`src/rtl/intersection_phase_scheduler.sv`:
```
// Two-road intersection phase sequencer: fixed cycle, pedestrian walk/gap-out,
// and emergency pre-emption that is present only when TLC_PREEMPT_EN is defined.
module intersection_phase_scheduler #(
    parameter int TICK_DIV  = 500000,
    parameter int GREEN1_T  = 15,
    parameter int GREEN2_T  = 10,
    parameter int YELLOW_T  = 3,
    parameter int ALLRED_T  = 1,
    parameter int WALK_T    = 5,
    parameter int MIN_GREEN = 5,
    parameter int TEST_T    = 2
) (
    input  logic       clk,
    input  logic       standby,
    input  logic       test,
    input  logic       ped1_req,
    input  logic       ped2_req,
    input  logic       emerg_req,
    input  logic       emerg_road,
    output logic [2:0] light1,
    output logic [2:0] light2,
    output logic       walk1,
    output logic       walk2,
    output logic       ped1_pend,
    output logic       ped2_pend,
    output logic [2:0] phase,
    output logic [4:0] remain
);
    typedef enum logic [2:0] {
        YY = 3'd0, G1R2 = 3'd1, Y1R2 = 3'd2, AR_A = 3'd3,
        R1G2 = 3'd4, R1Y2 = 3'd5, AR_B = 3'd6, PRE = 3'd7
    } phase_t;

    localparam int              DIV_W    = (TICK_DIV > 1) ? $clog2(TICK_DIV) : 1;
    localparam logic [DIV_W-1:0] DIV_LAST = DIV_W'(TICK_DIV - 1);
    localparam logic [2:0]      LR = 3'b100;
    localparam logic [2:0]      LY = 3'b010;
    localparam logic [2:0]      LG = 3'b001;

    function automatic logic [4:0] dur_of(input phase_t p, input logic t);
        logic [4:0] d;
        case (p)
            G1R2:       d = t ? 5'(TEST_T) : 5'(GREEN1_T);
            R1G2:       d = t ? 5'(TEST_T) : 5'(GREEN2_T);
            AR_A, AR_B: d = 5'(ALLRED_T);
            PRE:        d = 5'd0;
            default:    d = t ? 5'(TEST_T) : 5'(YELLOW_T);
        endcase
        return d;
    endfunction

    function automatic logic [4:0] min5(input logic [4:0] a, input logic [4:0] b);
        return (a < b) ? a : b;
    endfunction

    function automatic logic [5:0] lights_of(input phase_t p, input logic road);
        logic [5:0] l;
        case (p)
            YY:      l = {LY, LY};
            G1R2:    l = {LG, LR};
            Y1R2:    l = {LY, LR};
            R1G2:    l = {LR, LG};
            R1Y2:    l = {LR, LY};
            PRE:     l = road ? {LR, LG} : {LG, LR};
            default: l = {LR, LR};
        endcase
        return l;
    endfunction

    phase_t           phase_q, phase_d;
    logic [DIV_W-1:0] div_q, div_d;
    logic [4:0]       remain_q, remain_d;
    logic             test_q, test_d;
    logic             walk1_q, walk1_d, walk2_q, walk2_d;
    logic             pend1_q, pend1_d, pend2_q, pend2_d;
    logic             epend_q, epend_d, eroad_q, eroad_d;
    logic [2:0]       light1_q, light2_q;

    logic       emerg_s, emerg_road_s;
    logic       tick_s, exit_s, gap_s, enter_s, pre_act_s, road_s, walk_done_s;
    logic [4:0] dur_s, elapsed_s;

`ifdef TLC_PREEMPT_EN
    assign emerg_s      = emerg_req;
    assign emerg_road_s = emerg_road;
`else
    logic unused_emerg_s;
    assign emerg_s        = 1'b0;
    assign emerg_road_s   = 1'b0;
    assign unused_emerg_s = emerg_req ^ emerg_road;
`endif

    // Next-state: phase arbitration, second timing, walk and request latches.
    always_comb begin
        dur_s       = dur_of(phase_q, test_q);
        tick_s      = (phase_q != PRE) && (div_q == DIV_LAST);
        elapsed_s   = dur_s - remain_q + 5'd1;
        pre_act_s   = emerg_s || epend_q;
        road_s      = emerg_s ? emerg_road_s : eroad_q;
        gap_s       = tick_s && (elapsed_s >= min5(5'(MIN_GREEN), dur_s)) &&
                      (((phase_q == G1R2) && pend1_q) || ((phase_q == R1G2) && pend2_q));
        exit_s      = tick_s && ((remain_q == 5'd1) || gap_s);
        walk_done_s = tick_s && (elapsed_s >= min5(5'(WALK_T), dur_s));
        enter_s     = 1'b0;
        phase_d     = phase_q;
        // Pre-emption is checked before the timer so it beats a coincident gap-out.
        case (phase_q)
            YY, AR_B: begin
                if (exit_s) begin enter_s = 1'b1; phase_d = pre_act_s ? PRE : G1R2; end
                else begin enter_s = 1'b0; phase_d = phase_q; end
            end
            AR_A: begin
                if (exit_s) begin enter_s = 1'b1; phase_d = pre_act_s ? PRE : R1G2; end
                else begin enter_s = 1'b0; phase_d = phase_q; end
            end
            Y1R2: begin
                if (exit_s) begin enter_s = 1'b1; phase_d = AR_A; end
                else begin enter_s = 1'b0; phase_d = phase_q; end
            end
            R1Y2: begin
                if (exit_s) begin enter_s = 1'b1; phase_d = AR_B; end
                else begin enter_s = 1'b0; phase_d = phase_q; end
            end
            G1R2: begin
                if (pre_act_s) begin enter_s = 1'b1; phase_d = road_s ? Y1R2 : PRE; end
                else if (exit_s) begin enter_s = 1'b1; phase_d = Y1R2; end
                else begin enter_s = 1'b0; phase_d = phase_q; end
            end
            R1G2: begin
                if (pre_act_s) begin enter_s = 1'b1; phase_d = road_s ? PRE : R1Y2; end
                else if (exit_s) begin enter_s = 1'b1; phase_d = R1Y2; end
                else begin enter_s = 1'b0; phase_d = phase_q; end
            end
`ifdef TLC_PREEMPT_EN
            PRE: begin
                if (!emerg_s) begin enter_s = 1'b1; phase_d = eroad_q ? R1Y2 : Y1R2; end
                else begin enter_s = 1'b0; phase_d = PRE; end
            end
`endif
            default: begin enter_s = 1'b1; phase_d = YY; end
        endcase

        div_d = (enter_s || tick_s || (phase_q == PRE)) ? '0 : div_q + DIV_W'(1);

        if (enter_s) begin
            remain_d = dur_of(phase_d, test);
            test_d   = test;
        end else if (tick_s) begin
            remain_d = remain_q - 5'd1;
            test_d   = test_q;
        end else begin
            remain_d = remain_q;
            test_d   = test_q;
        end

        pend1_d = pend1_q | (ped1_req & ~walk1_q);
        pend2_d = pend2_q | (ped2_req & ~walk2_q);
        if (enter_s) begin
            walk1_d = (phase_d == R1G2) && pend1_q;
            walk2_d = (phase_d == G1R2) && pend2_q;
            if (walk1_d) pend1_d = 1'b0; else pend1_d = pend1_d;
            if (walk2_d) pend2_d = 1'b0; else pend2_d = pend2_d;
        end else begin
            walk1_d = walk1_q && !walk_done_s;
            walk2_d = walk2_q && !walk_done_s;
        end

        if ((phase_q != PRE) && emerg_s) begin
            epend_d = 1'b1;
            eroad_d = emerg_road_s;
        end else begin
            epend_d = epend_q;
            eroad_d = eroad_q;
        end
        if (enter_s && (phase_d == PRE)) epend_d = 1'b0; else epend_d = epend_d;
    end

    // State and output registers; reset is a YY entry that samples test.
    always_ff @(posedge clk) begin
        if (standby) begin
            phase_q  <= YY;
            div_q    <= '0;
            remain_q <= test ? 5'(TEST_T) : 5'(YELLOW_T);
            test_q   <= test;
            walk1_q  <= 1'b0;
            walk2_q  <= 1'b0;
            pend1_q  <= 1'b0;
            pend2_q  <= 1'b0;
            epend_q  <= 1'b0;
            eroad_q  <= 1'b0;
            light1_q <= LY;
            light2_q <= LY;
        end else begin
            phase_q  <= phase_d;
            div_q    <= div_d;
            remain_q <= remain_d;
            test_q   <= test_d;
            walk1_q  <= walk1_d;
            walk2_q  <= walk2_d;
            pend1_q  <= pend1_d;
            pend2_q  <= pend2_d;
            epend_q  <= epend_d;
            eroad_q  <= eroad_d;
            {light1_q, light2_q} <= lights_of(phase_d, eroad_d);
        end
    end

    assign phase     = phase_q;
    assign remain    = remain_q;
    assign light1    = light1_q;
    assign light2    = light2_q;
    assign walk1     = walk1_q;
    assign walk2     = walk2_q;
    assign ped1_pend = pend1_q;
    assign ped2_pend = pend2_q;

endmodule

```
`config.mk`:
```
export PLATFORM = sky130hd
export DESIGN_NAME = intersection_phase_scheduler
export DESIGN_NICKNAME = d
export VERILOG_FILES = /design/src/rtl/intersection_phase_scheduler.sv
export SDC_FILE = /design/constraint.sdc
export NUM_CORES = 1
export LEC_CHECK = 0
export ABC_AREA = 1
export BUFFER_PORTS_ARGS = -buffer_cell sky130_fd_sc_hd__buf_2
export CAP_MARGIN = 15
export CORE_ASPECT_RATIO = 1.2
export CORE_MARGIN = 4
export CORE_UTILIZATION = 50
export CTS_CLUSTER_SIZE = 10
export DETAILED_ROUTE_END_ITERATION = 16
export PLACE_DENSITY = 0.7
export RECOVER_POWER = 100
export SLEW_MARGIN = 20
export SYNTH_ARGS = -nofsm -noshare
export SYNTH_HDL_FRONTEND = slang
export SYNTH_SLANG_ARGS = --single-unit
```
`constraint.sdc`:
```
create_clock -name clk -period 5.1 [get_ports clk]
set_clock_uncertainty 0.05 [all_clocks]
set_input_delay 0 -clock clk [delete_from_list [all_inputs] [get_ports clk]]
set_output_delay 0 -clock clk [all_outputs]
set_load 0.01 [all_outputs]
```
### After elaboration in Yosys (flattened, before gate mapping)

Index checks and enable logic that the tools add are counted.

| word-level totals | value |
|---|---|
| word-level logic and storage cells | 94 |
| register bits after elaboration | 38 |

| cells by class | value |
|---|---|
| eq/ne operators | 17 |
| multiplexer cells | 30 |
| add/sub/neg operators | 4 |
| bitwise logic cells | 6 |
| $lt $le $gt $ge | 2 |
| reductions and logical operators | 25 |

Operator list:

| operator | number |
|---|---|
| 4-bit one-hot mux with 4 select lines | 2 |
| 6-bit one-hot mux with 5 select lines | 1 |
| 3-bit equality test, second input constant | 8 |
| 5-bit two-way mux | 4 |
| 19-bit by 1-bit adder with 19-bit output, second input constant | 1 |
| 19-bit equality test, second input constant | 1 |
| 3-bit two-way mux | 6 |
| 3-bit one-hot mux with 6 select lines | 1 |
| 4-bit two-way mux | 4 |
| 3-bit by 2-bit equality test with 1-bit output, second input constant | 4 |
| 1-bit two-way mux | 12 |
| 1-bit logical AND | 10 |
| 2-bit OR reduction | 5 |
| 7-bit OR reduction | 1 |
| 3-bit by 1-bit equality test with 1-bit output, second input constant | 2 |
| 3-bit logical NOT | 2 |
| 5-bit by 1-bit adder with 5-bit output, second input constant | 1 |
| 5-bit by 1-bit equality test with 1-bit output, second input constant | 1 |
| 5-bit greater-or-equal comparator | 1 |
| 3-bit by 5-bit less-than comparator with 1-bit output, first input constant | 1 |
| 5-bit by 1-bit subtractor with 5-bit output, second input constant | 1 |
| 5-bit subtractor | 1 |
| 1-bit logical OR | 4 |
| 3-bit inequality test, second input constant | 1 |
| 6 further kinds | 9 |

### Logic depth before layout (Yosys ltp)

| logic depth | value |
|---|---|
| depth in word-level cells | 17 |
| gate-level depth with buffers | 29 |
| gate-level depth less buffers | 29 |

### Least setup slack after synthesis

Ideal clock, no wire load.

| path | value |
|---|---|
| kind | reg2reg |
| start point | reg phase_q[2], in the netlist phase[2] |
| end point | reg remain_q[3], in the netlist remain[3] (data pin) |
| arrival | 3.208 ns |
| library setup time | 0.270 ns |
| path buffers | 0 |
| path slack | 1.572 ns |
| period minus slack after synthesis | 3.528 ns |
| cell stages (with the launch flop) | 30 |
| cell sequence | dfxtp_1 > inv_2 > nor2_1 > nand2_1 > nand2_1 > inv_1 > o21ai_0 > inv_1 > ha_1 > ha_1 > inv_1 > fa_1 > inv_1 > ha_1 > nand2_1 > nand2_1 > nand2_1 > nand2_1 > nor2_1 > nand2_1 > nand3_2 > nand3_2 > nand2_1 > nand2_1 > nand2_2 > inv_2 > nand2_1 > nand2_1 > nand2_1 > a21oi_1 |

| between the ends | value |
|---|---|
| word-level cells in the longest chain between the ends | 17 |

Ends and longest elaborated chain:

| what | RTL line | RTL |
|---|---|---|
| start, declared | 70 | `phase_t phase_q, phase_d;` |
| start signal, assigned | 194 | `phase_q <= phase_d;` |
| 3-bit by 2-bit equality test with 1-bit output / 3-bit equality test (equally long branches) | 42, 107 |  |
| 2-bit OR reduction | 42 | `case (p)` |
| 4-bit one-hot mux with 4 select lines | 42 |  |
| 5-bit subtractor / 3-bit by 5-bit less-than comparator with 1-bit output (equally long branches) | 97, 53 |  |
| 5-bit by 1-bit adder with 5-bit output / 5-bit two-way mux (equally long branches) | 97, 53 |  |
| 5-bit greater-or-equal comparator | 100 | `gap_s = tick_s && (elapsed_s >= min5(5'(MIN_GREEN), dur_s)) &&` |
| 1-bit logical AND (2 in a row) | 100 |  |
| 1-bit logical OR | 102 | `exit_s = tick_s && ((remain_q == 5'd1) \|\| gap_s);` |
| 1-bit logical AND | 102 |  |
| 3-bit two-way mux, or another cell as far along | 131 | `else if (exit_s) begin enter_s = 1'b1; phase_d = R1Y2; end` |
| 3-bit one-hot mux with 6 select lines | 107 | `case (phase_q)` |
| 3-bit by 2-bit equality test with 1-bit output / 3-bit equality test (equally long branches) | 42 |  |
| 2-bit OR reduction | 42 |  |
| 4-bit one-hot mux with 4 select lines | 42 |  |
| 5-bit two-way mux * | 145 | `if (enter_s) begin` |
| 5-bit two-way mux * | 180 | `if (standby) begin` |
| end signal, assigned | 183 | `remain_q <= test ? 5'(TEST_T) : 5'(YELLOW_T);` |
| end signal, assigned | 196 | `remain_q <= remain_d;` |
| end, declared | 72 | `logic [4:0] remain_q, remain_d;` |

Every way passes the cells marked *; elsewhere a longest branch is shown, timed or not.
A chain may end at the register's enable or synchronous reset.

### Final worst setup path

| path | value |
|---|---|
| start point | reg phase_q[2], in the netlist phase[2] |
| end point | reg div_q[15] |

| between the ends | value |
|---|---|
| word-level cells in the longest chain between the ends | 15 |

Ends and longest elaborated chain:

| what | RTL line | RTL |
|---|---|---|
| 3-bit by 2-bit equality test with 1-bit output / 3-bit equality test (equally long branches) | 42, 107 |  |
| 2-bit OR reduction | 42 |  |
| 4-bit one-hot mux with 4 select lines | 42 |  |
| 5-bit subtractor / 3-bit by 5-bit less-than comparator with 1-bit output (equally long branches) | 97, 53 |  |
| 5-bit by 1-bit adder with 5-bit output / 5-bit two-way mux (equally long branches) | 97, 53 |  |
| 5-bit greater-or-equal comparator | 100 |  |
| 1-bit logical AND (2 in a row) | 100 |  |
| 1-bit logical OR | 102 |  |
| 1-bit logical AND | 102 |  |
| 1-bit two-way mux (2 in a row) | - |  |
| 1-bit logical OR | 143 | `div_d = (enter_s \|\| tick_s \|\| (phase_q == PRE)) ? '0 : div_q + DIV_W'(1);` |
| 1-bit logical OR * | 143 |  |
| 2-bit OR reduction (no line) * | - |  |
| end signal, assigned | 195 | `div_q <= div_d;` |
| end, declared | 71 | `logic [DIV_W-1:0] div_q, div_d;` |

Marks and branches as above.

==> impl_metrics.env <==
export IMPL_rr_endpoint="div_q[15]"
export IMPL_finalSetupTns_ps=0
export IMPL_routed_wl_um=4500
export IMPL_async_flop_share_pct=0
export IMPL_firstDrtPassIters=5
export IMPL_hold_viol_final=0
export IMPL_grt_max_degree=25
export IMPL_synthesis_area_mm2=0.00228
export IMPL_status="complete, no violations"
export IMPL_syn2layout_area_growth_pct=10.0
export IMPL_initial_core_util_pct=52.7
export IMPL_diodes=0
export IMPL_leakagePower_uw=0.00106
export IMPL_clock_root_buffer="clkbuf_8"
export IMPL_vdd_drop_max_mv=0.181
export IMPL_worst_path_max_fanout=24
export IMPL_power_uw=565
export IMPL_synth_edf_count=6
export IMPL_layoutNonFillerInstCount=395
export IMPL_worst_setup_path_type="flop to flop"
export IMPL_worst_slack_ps=807
export IMPL_cts_tree="yes"
export IMPL_cts_sinks=38
export IMPL_finalCritPeriodShare_pct=84.2
export IMPL_synth_seq_cells=38
export IMPL_die_height_um=82.0
export IMPL_avgSynthCellArea_um2=7.34
export IMPL_r2r_start="phase[2]"
export IMPL_ff2ff_path_depth=25
export IMPL_synth_top_area_share_pct=28.1
export IMPL_wl_per_cell_um=11.4
export IMPL_dieArea_mm2=0.00571
export IMPL_r2r_setup_slack_ps=810
export IMPL_cp_num_buf_inv=6
export IMPL_first_iter_violations=93
export IMPL_synth_area_leaders="dfxtp_1 28%, inv_1 8.9%, nand2_1 8.4%"
export IMPL_clkLatencyLatePin_ps=290
export IMPL_critical_path_max_stage_delay_ps=470
export IMPL_worst_slew_pin_slew_ps=512
export IMPL_antenna_found_initial=0
export IMPL_ios=25
export IMPL_powerDensity_mw_per_mm2=225
export IMPL_setup_violations=0
export IMPL_rows=26
export IMPL_cp_required_ps=5270
export IMPL_max_slew_margin_rel_pct=65.8
export IMPL_yosysWarnings=0
export IMPL_cp_end_kind="flop"
export IMPL_grt_pass1_wl_um=7730
export IMPL_synth_ff_type="dfxtp_1"
export IMPL_numPortBuffers=22
export IMPL_yosys_area_top_type="dfxtp_1"
export IMPL_pre_cts_ws_ps=879
export IMPL_track_usage_pct=16.8
export IMPL_cts_made_buffers=5
export IMPL_dp_cells=384
export IMPL_viasPerCell=5.02
export IMPL_synth_commonest_cells="54 x inv_1, 51 x nand2_1, 42 x nor2_1"
export IMPL_seq_area_frac_synth_pct=36.0
export IMPL_grt_pass1_vias=1826
export IMPL_post_dp_hpwl_um=3550
export IMPL_ant_nets=0
export IMPL_cp_depth=25
export IMPL_min_path_type="input port to flop"
export IMPL_clock_fmax_ghz=0.233
export IMPL_critPathCapture="div_q[15]"
export IMPL_slew_violations=0
export IMPL_path_clk_slew_ps=80
export IMPL_drc=0
export IMPL_crit_slowest_cell="dfxtp_1"
export IMPL_final_nets=360
export IMPL_cts_path_max_buffers=2
export IMPL_coreArea_mm2=0.00433
export IMPL_synth_most_common_cell="inv_1"
export IMPL_htreeDepth=2
export IMPL_grt_overflow=0
export IMPL_die_x_um=69.7
export IMPL_cp_arrival_ps=4460
export IMPL_crit_start="phase[2]"
export IMPL_postCtsSetupBuffers=0
export IMPL_cap_viol_max_count=0
export IMPL_min_period_ps=4290
export IMPL_cp_start_kind="flop"
export IMPL_place_congestion=0.870
export IMPL_synthCells=311
export IMPL_synth_cell_types=40
export IMPL_grt_setup_unrepaired="false"
export IMPL_syn_nets=333
export IMPL_drive_above_1_share_pct=7.37
export IMPL_dr_total_vias=1981
export IMPL_path_delay_family="simple AND/OR/NAND/NOR gates"
worst min path at each step:
stage          startpoint        end  slack, ps  cells past startpoint
6_report         ped2_req  ped2_pend         80                      4
5_1_grt          ped2_req  ped2_pend        120                      4
4_1_cts          ped2_req  ped2_pend         60                      4
3_5_place_dp         test     test_q        170                      1
3_3_place_gp         test     test_q        180                      1
2_1_floorplan     standby   phase[2]         30                      1
final cells by class:
type | instances | area, um2
Clock inverter | 2 | 10.0
Multi-Input combinational cell | 212 | 1210
Timing Repair Buffer | 25 | 116
Inverter | 56 | 210
Sequential cell | 38 | 821
Clock buffer | 6 | 72.6
Tap cell | 56 | 70.1
Fill cell | 448 | 1820
sequential cells by signal, summed over array words and instances (netlist names):
signal,count
phase,3
ped2_pend,1
test_q,1
light2,3
ped1_pend,1
remain,5
light1,3
div_q,19
walk1,1
walk2,1
power by group:
part           switching, uW  leakage, uW  internal, uW  total [uW]
Sequential              5.86     0.000318           311         317
Combinational           32.6     0.000695          21.2        53.8
Clock                   99.9    0.0000450          94.6         194
Total                    138      0.00106           427         565
metrics by stage:
stage	cell area, um2	util (%)	hold slack [ps]
finish	2510	58.0	76.4
global route	2510	58.0	122
CTS	2540	58.8	64.6
detailed placement	2430	56.2	173
global placement	2430	56.2	175
floorplan	2280	-	33.5
repair_timing:
item	4_1_cts	5_1_grt
endpoints found under the setup margin	0	0
resized for setup	0	0
endpoints found under the hold margin	3	0
hold buffers	3	0
worst register-to-register path, stage by stage (launching register included):
cell      delay (ps)
dfxtp_1          470
inv_1            160
nor2_1           140
nand2_1          100
nand2_1           70
inv_1             50
o21ai_0          190
inv_1             70
ha_1             180
ha_1             200
inv_1             70
fa_1             410
inv_1             70
ha_1             230
nand2_1           70
inv_1             40
nand2_1           50
nor2_1            40
nor2_1           170
nand2_1           90
nand3_2           70
nand2_1          150
nor2_4           240
nand3_2          450
o21bai_1         330
a21oi_1          100
routing by layer:
| metal | routed length [um] | global-route usage (%) | part of all wire, % | vias up |
|---|---|---|---|---|
| met2 | 2380 | 32.3 | 53 | 21 |
| met3 | 135 | 3.30 | 3.0 | 4 |
| met1 | 1950 | 18.5 | 43 | 907 |
| li1 | - | - | - | 1049 |
| met4 | 36 | 6.13 | 0.80 | 0 |
| met5 | 0 | 0 | 0 | - |
logic make-up (layout without fill, tap and decap cells):
kind of cell,after synthesis,after routing,synth area share [%]
compound gates,32,32,8.06
xor+xnor,8,8,3.07
fa+ha+maj,15,15,8.55
buf+inv,61,89,10.5
flops,38,38,36.0
other cells,1,1,0.164
simple gates,156,156,33.7
layout by cell type, fill, tap and decap left out, types with 6 or more instances in the layout:
| cell | netlist | routed |
|---|---|---|
| o21ai_0 | 9 | 9 |
| dfxtp_1 | 32 | 32 |
| a21oi_1 | 15 | 15 |
| nand3_1 | 19 | 20 |
| ha_1 | 14 | 14 |
| clkbuf_1 | 1 | 20 |
| inv_1 | 54 | 56 |
| nor3_1 | 6 | 6 |
| nand2_1 | 51 | 53 |
| nor2_1 | 42 | 42 |
| edfxtp_1 | 6 | 6 |
| nor3b_1 | 6 | 6 |
| nand4_1 | 7 | 7 |
Note: power is estimated with default switching activity, not from simulation.
